`src/rtl/burst_write_controller.sv`:
```
// -----------------------------------------------------------------------------
// burst_write_controller
//
// Drains committed store data from the upstream burst buffer and issues it to
// external memory as one incrementing write burst per request.
//
// Flow: IDLE (accept request) -> WAIT_DATA (wait for validated, sufficient
// buffer contents) -> ADDRESS (address handshake) -> DATA (one pull per beat)
// -> RESPONSE (collect write response, pulse done/error) -> IDLE.
//
// Ports
//   clk_i, rst_n_i          clock, asynchronous active-low reset
//   flush_i                 blocks the burst start decision in its cycle
//   req_valid_i/ready_o     burst request handshake
//   req_address_i           burst base byte address (word aligned)
//   req_length_i            beat count, 1..MAX_BURST
//   buffer_size_i           buffer occupancy
//   buffer_valid_i          all buffer entries validated
//   buffer_pull_o           pull one word; data on buffer_data_i next cycle
//   buffer_data_i           buffer read data
//   mem_aw*                 address channel (valid/ready, addr, len-1)
//   mem_w*                  data channel (valid/ready, data, last)
//   mem_b*                  response channel (valid/ready, error)
//   done_o, error_o         single-cycle completion / error pulses
// -----------------------------------------------------------------------------
module burst_write_controller #(
    parameter int BUFFER_DEPTH = 1024,
    parameter int MAX_BURST    = 16
) (
    input  logic                            clk_i,
    input  logic                            rst_n_i,
    input  logic                            flush_i,
    input  logic                            req_valid_i,
    output logic                            req_ready_o,
    input  logic [31:0]                     req_address_i,
    input  logic [$clog2(MAX_BURST):0]      req_length_i,
    input  logic [$clog2(BUFFER_DEPTH)-1:0] buffer_size_i,
    input  logic                            buffer_valid_i,
    output logic                            buffer_pull_o,
    input  logic [31:0]                     buffer_data_i,
    output logic                            mem_awvalid_o,
    input  logic                            mem_awready_i,
    output logic [31:0]                     mem_awaddr_o,
    output logic [7:0]                      mem_awlen_o,
    output logic                            mem_wvalid_o,
    input  logic                            mem_wready_i,
    output logic [31:0]                     mem_wdata_o,
    output logic                            mem_wlast_o,
    input  logic                            mem_bvalid_i,
    output logic                            mem_bready_o,
    input  logic                            mem_berror_i,
    output logic                            done_o,
    output logic                            error_o
);

    localparam int LW = $clog2(MAX_BURST) + 1;
    localparam int SW = $clog2(BUFFER_DEPTH);

    localparam logic [2:0] S_IDLE     = 3'd0;
    localparam logic [2:0] S_WAIT     = 3'd1;
    localparam logic [2:0] S_ADDRESS  = 3'd2;
    localparam logic [2:0] S_DATA     = 3'd3;
    localparam logic [2:0] S_RESPONSE = 3'd4;

    logic [2:0]    state_r;
    logic [2:0]    state_nx_s;
    logic [31:0]   addr_r;
    logic [LW-1:0] len_r;
    logic [LW-1:0] pulls_r;
    logic [LW-1:0] beats_r;
    logic          wvalid_r;

    logic [LW-1:0] len_m1_s;
    logic          start_s;
    logic          pull_s;
    logic          accept_s;
    logic          last_accept_s;

    assign len_m1_s = len_r - LW'(1);

    // Start decision: both operands zero-extended to 32 bits before comparing
    assign start_s = buffer_valid_i && !flush_i &&
                     ({{(32-SW){1'b0}}, buffer_size_i} >= {{(32-LW){1'b0}}, len_r});

    // A pull only happens when the output slot is empty or being drained, so
    // the word on buffer_data_i never changes under an unaccepted beat.
    assign pull_s        = (state_r == S_DATA) && (pulls_r < len_r) &&
                           (!wvalid_r || mem_wready_i);
    assign accept_s      = wvalid_r && mem_wready_i;
    assign last_accept_s = accept_s && (beats_r == len_m1_s);

    assign req_ready_o   = (state_r == S_IDLE);
    assign mem_awvalid_o = (state_r == S_ADDRESS);
    assign mem_awaddr_o  = (state_r == S_ADDRESS) ? addr_r : 32'd0;
    assign mem_awlen_o   = (state_r == S_ADDRESS) ? 8'(len_m1_s) : 8'd0;
    assign buffer_pull_o = pull_s;
    assign mem_wvalid_o  = wvalid_r;
    assign mem_wdata_o   = wvalid_r ? buffer_data_i : 32'd0;
    assign mem_wlast_o   = wvalid_r && (beats_r == len_m1_s);
    assign mem_bready_o  = (state_r == S_RESPONSE);
    // Pulses coincide with the response handshake so req_ready_o rises next cycle
    assign done_o        = (state_r == S_RESPONSE) && mem_bvalid_i;
    assign error_o       = (state_r == S_RESPONSE) && mem_bvalid_i && mem_berror_i;

    // Next-state selection for the burst sequencer
    always_comb begin
        state_nx_s = state_r;
        case (state_r)
            S_IDLE: begin
                if (req_valid_i) state_nx_s = S_WAIT;
                else             state_nx_s = S_IDLE;
            end
            S_WAIT: begin
                if (start_s) state_nx_s = S_ADDRESS;
                else         state_nx_s = S_WAIT;
            end
            S_ADDRESS: begin
                if (mem_awready_i) state_nx_s = S_DATA;
                else               state_nx_s = S_ADDRESS;
            end
            S_DATA: begin
                if (last_accept_s) state_nx_s = S_RESPONSE;
                else               state_nx_s = S_DATA;
            end
            S_RESPONSE: begin
                if (mem_bvalid_i) state_nx_s = S_IDLE;
                else              state_nx_s = S_RESPONSE;
            end
            default: state_nx_s = S_IDLE;
        endcase
    end

    // State, request latch, beat counters and data-valid register
    always_ff @(posedge clk_i or negedge rst_n_i) begin
        if (!rst_n_i) begin
            state_r  <= S_IDLE;
            addr_r   <= 32'd0;
            len_r    <= '0;
            pulls_r  <= '0;
            beats_r  <= '0;
            wvalid_r <= 1'b0;
        end else begin
            state_r <= state_nx_s;
            if ((state_r == S_IDLE) && req_valid_i) begin
                addr_r <= req_address_i;
                len_r  <= req_length_i;
            end
            if ((state_r == S_ADDRESS) && mem_awready_i) begin
                pulls_r <= '0;
                beats_r <= '0;
            end else begin
                if (pull_s)   pulls_r <= pulls_r + LW'(1);
                if (accept_s) beats_r <= beats_r + LW'(1);
            end
            if (pull_s)        wvalid_r <= 1'b1;
            else if (accept_s) wvalid_r <= 1'b0;
        end
    end

endmodule

```
`config.mk`:
```
export PLATFORM = sky130hd
export DESIGN_NAME = burst_write_controller
export DESIGN_NICKNAME = d
export VERILOG_FILES = /design/src/rtl/burst_write_controller.sv
export SDC_FILE = /design/constraint.sdc
export NUM_CORES = 1
export LEC_CHECK = 0
export BUFFER_PORTS_ARGS = -buffer_cell sky130_fd_sc_hd__buf_2
export CORE_MARGIN = 1
export CORE_UTILIZATION = 44
export DETAILED_ROUTE_END_ITERATION = 8
export PLACE_DENSITY_LB_ADDON = 0.2
export REMOVE_ABC_BUFFERS = 1
export SETUP_SLACK_MARGIN = 0.15
export SLEW_MARGIN = 20
export SYNTH_ARGS = -nofsm -noshare
export SYNTH_HDL_FRONTEND = slang
export SYNTH_SLANG_ARGS = --single-unit
export TNS_END_PERCENT = 100
```
`constraint.sdc`:
```
create_clock -name clk_i -period 2.6 [get_ports clk_i]
set_input_delay 0.26 -clock clk_i [delete_from_list [all_inputs] [get_ports clk_i]]
set_output_delay 0.26 -clock clk_i [all_outputs]
set_load 0.01 [all_outputs]
```
==> metrics.md <==
| Metric | Value |
|---|---|
| Outcome | `completed` |
| Ports | `168` |
| Post-layout minimum cycle time | `2.33 ns` |
| Max-Cap Viols | `0` |
| Crit end category | `primary output` |
| Critical-path maximum fanout | `6` |
| Crit. path cell count | `7` |
| Yosys top cell area share | `43.9%` |
| Core area | `6350 um2` |
| DR vias | `2654` |
| Leakage Power | `2.18 nW` |
| WL final | `7.44 mm` |
| RSZ-0062 raised after global routing | `yes` |
| PD cells | `1010 nW/um2` |
| Layout cells sized above 1 | `48.5%` |
| Largest net degree at the start of global routing | `52` |
| CP max stage delay | `0.47 ns` |
| CTS Buffer Depth | `2` |
| Crit Path Class | `register to primary output` |
| Peak supply drop | `0.526 mV` |
| Fill count | `558` |
| Ranking of synthesized cells by area | `dfrtp_1 44%, mux2_2 12%, and3_1 7.5%` |
| Final Hold Vio Count | `0` |
| Mapped cell area | `2910 um2` |
| Crit path cell chain | `inv_1, ha_1, nor3b_2, xnor2_2, xnor2_1, nor4_4, buf_2` |
| Slew @ Worst Pin | `0.658 ns` |
| Die Wd | `83.3 um` |
| R2r setup slk | `0.32 ns` |
| Worst-Skew Late Latency | `0.30 ns` |
| Antenna-violating nets left | `0` |
| Register area share after synthesis | `43.9%` |
| Overall Power | `3.95 mW` |
| CP Launch Type | `register` |
| Starting density of the core | `45.8%` |
| Mapped Cells | `287` |
| Post-synth cell types | `37` |
| Cells after DPL | `516` |
| Layout Area Growth over Synthesis | `34.0%` |
| Commonest non-fill, non-tap cells in the layout | `164 x buf_2, 51 x dfrtp_1, 35 x and3_1` |
| Capture point of the worst reg-to-reg path | `state_r[0]$_DFF_PN0_` |
| # rows | `29` |
| Post-Route Utilization | `61.3%` |
| First-pass DRT Iterations | `4` |
| Dpl hpwl | `5.65 mm` |
| #FFs+latches synth | `51` |
| Mean Syn Cell Area | `10.1 um2` |
| Synth area leader | `dfrtp_1` |
| Buf+Inv Stages, Crit Path | `2` |
| # DRC | `0` |
| GPL Wtd Cong | `0.856` |
| Die height | `83.3 um` |
| Clock Skews | `0.00496 ns` |
| HP Class | `primary input to async pin` |
| Number of synthesis warnings | `0` |
| Critical Path AT | `2.07 ns` |
| TNS Setup | `0 ns` |
| Clk slew on worst S/H paths | `0.10 ns` |
| Multi-input logic area | `1510 um2` |
| Reg2Reg Depth | `8` |
| CTS Sinks | `51` |
| Slew headroom | `56.1%` |
| GRT Overall Usage | `22.8%` |
| Fin cells | `524` |
| H-tree levels | `2` |
| CTS buffer count | `5` |
| Critical Path Start | `len_r[0]$_DFFE_PN0P_` |
| CTS tree | `yes` |
| Max stage delay cell, worst path | `dfrtp_1` |
| First-pass GRT wire length | `12.7 mm` |
| Antenna diode count | `0` |
| Input/output buffers | `164` |
| Setup violators final | `0` |
| Grt total ovfl | `0` |
| Final nets | `546` |
| Initial antenna violation count | `0` |
| Reg2reg start | `len_r[0]$_DFFE_PN0P_` |
| WL/cell | `14.2 um` |
| Number of global-route vias before repair | `2754` |
| Register area | `1280 um2` |
| Via density | `5.06` |
| Die area | `6940 um2` |
| Hold-fix buffers at CTS | `0` |
| Initial DRC Count | `122` |
| Worst Path Required | `2.34 ns` |
| Slew Limit Fails | `0` |
| CP delay by family, top | `simple AND/OR/NAND/NOR gates` |
| Peak Freq | `428 MHz` |
| Root Buffer | `clkbuf_8` |
| Period utilization | `89.8%` |
| Critical Path End | `mem_wlast_o` |
| Commonest non-fill, non-tap cell in the layout | `buf_2` |
kinds of logic (layout without fill, tap and decap cells):
family                   Yosys count  in the layout  share of synthesized area, %
AO/OA/AOI/OAI                     24             24                          4.95
XOR/XNOR                          13             13                          4.17
adder cells (fa/ha/maj)           12             12                          5.16
buffers and inverters             33            191                          4.78
flip-flops                        51             51                          43.9
multiplexers                      33             33                          12.7
other                              1              3                         0.129
AND/OR/NAND/NOR                  120            120                          24.2
final cells by class:
cell class	instances	area share [%]
inverters	13	1.25
repair buffers	170	22.2
well taps	77	2.47
clock inverters	2	0.418
flip-flops and latches	51	32.8
clock buffers	6	2.12
multi-input cells	205	38.7
worst reg2reg max path: cells and delay by family (launching register included):
family                     cells  cell delay, ns
adders and majority gates      1            0.22
buffers and inverters          1            0.08
and+or+nand+nor                3            0.99
AOI/OAI and AO/OA              1            0.10
xor gates and xnor gates       2            0.31
DFF                            1            0.47
cell usage after synthesis:
| cell type | n |
|---|---|
| nor3_1 | 2 |
| nor2_1 | 13 |
| nor4b_1 | 1 |
| nand3_1 | 10 |
| inv_1 | 13 |
| xnor2_1 | 8 |
| mux2_2 | 32 |
| a21oi_1 | 6 |
| nor2b_1 | 2 |
| nor4_4 | 1 |
| nand2_1 | 13 |
| or4_1 | 2 |
| nor3_2 | 1 |
| o211ai_1 | 1 |
| o22ai_1 | 1 |
| nand2b_1 | 1 |
| or3_1 | 2 |
| o21ai_0 | 9 |
| and4bb_2 | 1 |
| ha_1 | 12 |
| o31ai_1 | 1 |
| mux2i_1 | 1 |
| and3_1 | 35 |
| xnor2_2 | 1 |
| nand3b_1 | 1 |
| conb_1 | 1 |
| nor3b_1 | 1 |
| dfrtp_1 | 51 |
| a2111oi_0 | 1 |
| clkbuf_1 | 14 |
| xor2_1 | 4 |
| a311o_1 | 1 |
| a21o_1 | 3 |
| buf_4 | 3 |
| buf_2 | 3 |
| a31oi_1 | 1 |
| and2_1 | 34 |
sequential cells by signal, indices dropped and copies added, names as in the netlist:
name          cells
addr_r           32
beats_r           5
len_r             5
mem_wvalid_o      1
pulls_r           5
state_r           3
worst min path at each step:
stage | endpoint | slack [ns] | depth (start not counted)
floorplan | addr_r[0]$_DFFE_PN0P_ | -0.04 | 0
global placement | addr_r[19]$_DFFE_PN0P_ | 0.42 | 2
detailed placement | pulls_r[1]$_DFFE_PN0P_ | 0.43 | 2
CTS | addr_r[8]$_DFFE_PN0P_ | 0.09 | 2
global route | pulls_r[1]$_DFFE_PN0P_ | 0.13 | 2
finish | addr_r[19]$_DFFE_PN0P_ | 0.05 | 2
routing by layer:
metal / GRT usage [%] / vias up / part of all wire, %
li1: - / 1287 / -
met1: 25.9 / 1233 / 39
met2: 41.7 / 122 / 51
met3: 5.57 / 12 / 8.1
met4: 7.37 / 0 / 2.1
met5: 0 / - / 0
repair_timing:
item | CTS | global route
resized for setup | 0 | 2
setup buffers | 0 | 0
setup endpoints to repair | 0 | 3
through the flow:
stage,area (um2),worst slack (ns),hold slack (ns)
floorplan,2830,0.0747,-0.0356
global placement,3790,0.283,0.424
detailed placement,3790,0.208,0.430
CTS,3890,0.156,0.0894
global route,3890,0.100,0.130
finish,3890,0.266,0.0520
report_power, final:
| part | leakage (nW) | switching [mW] | internal, mW |
|---|---|---|---|
| logic | 1.50 | 1.08 | 0.984 |
| registers | 0.629 | 0.248 | 1.14 |
| clock network | 0.0474 | 0.273 | 0.218 |
| total | 2.18 | 1.60 | 2.35 |
(Power assumes the default switching activity.)
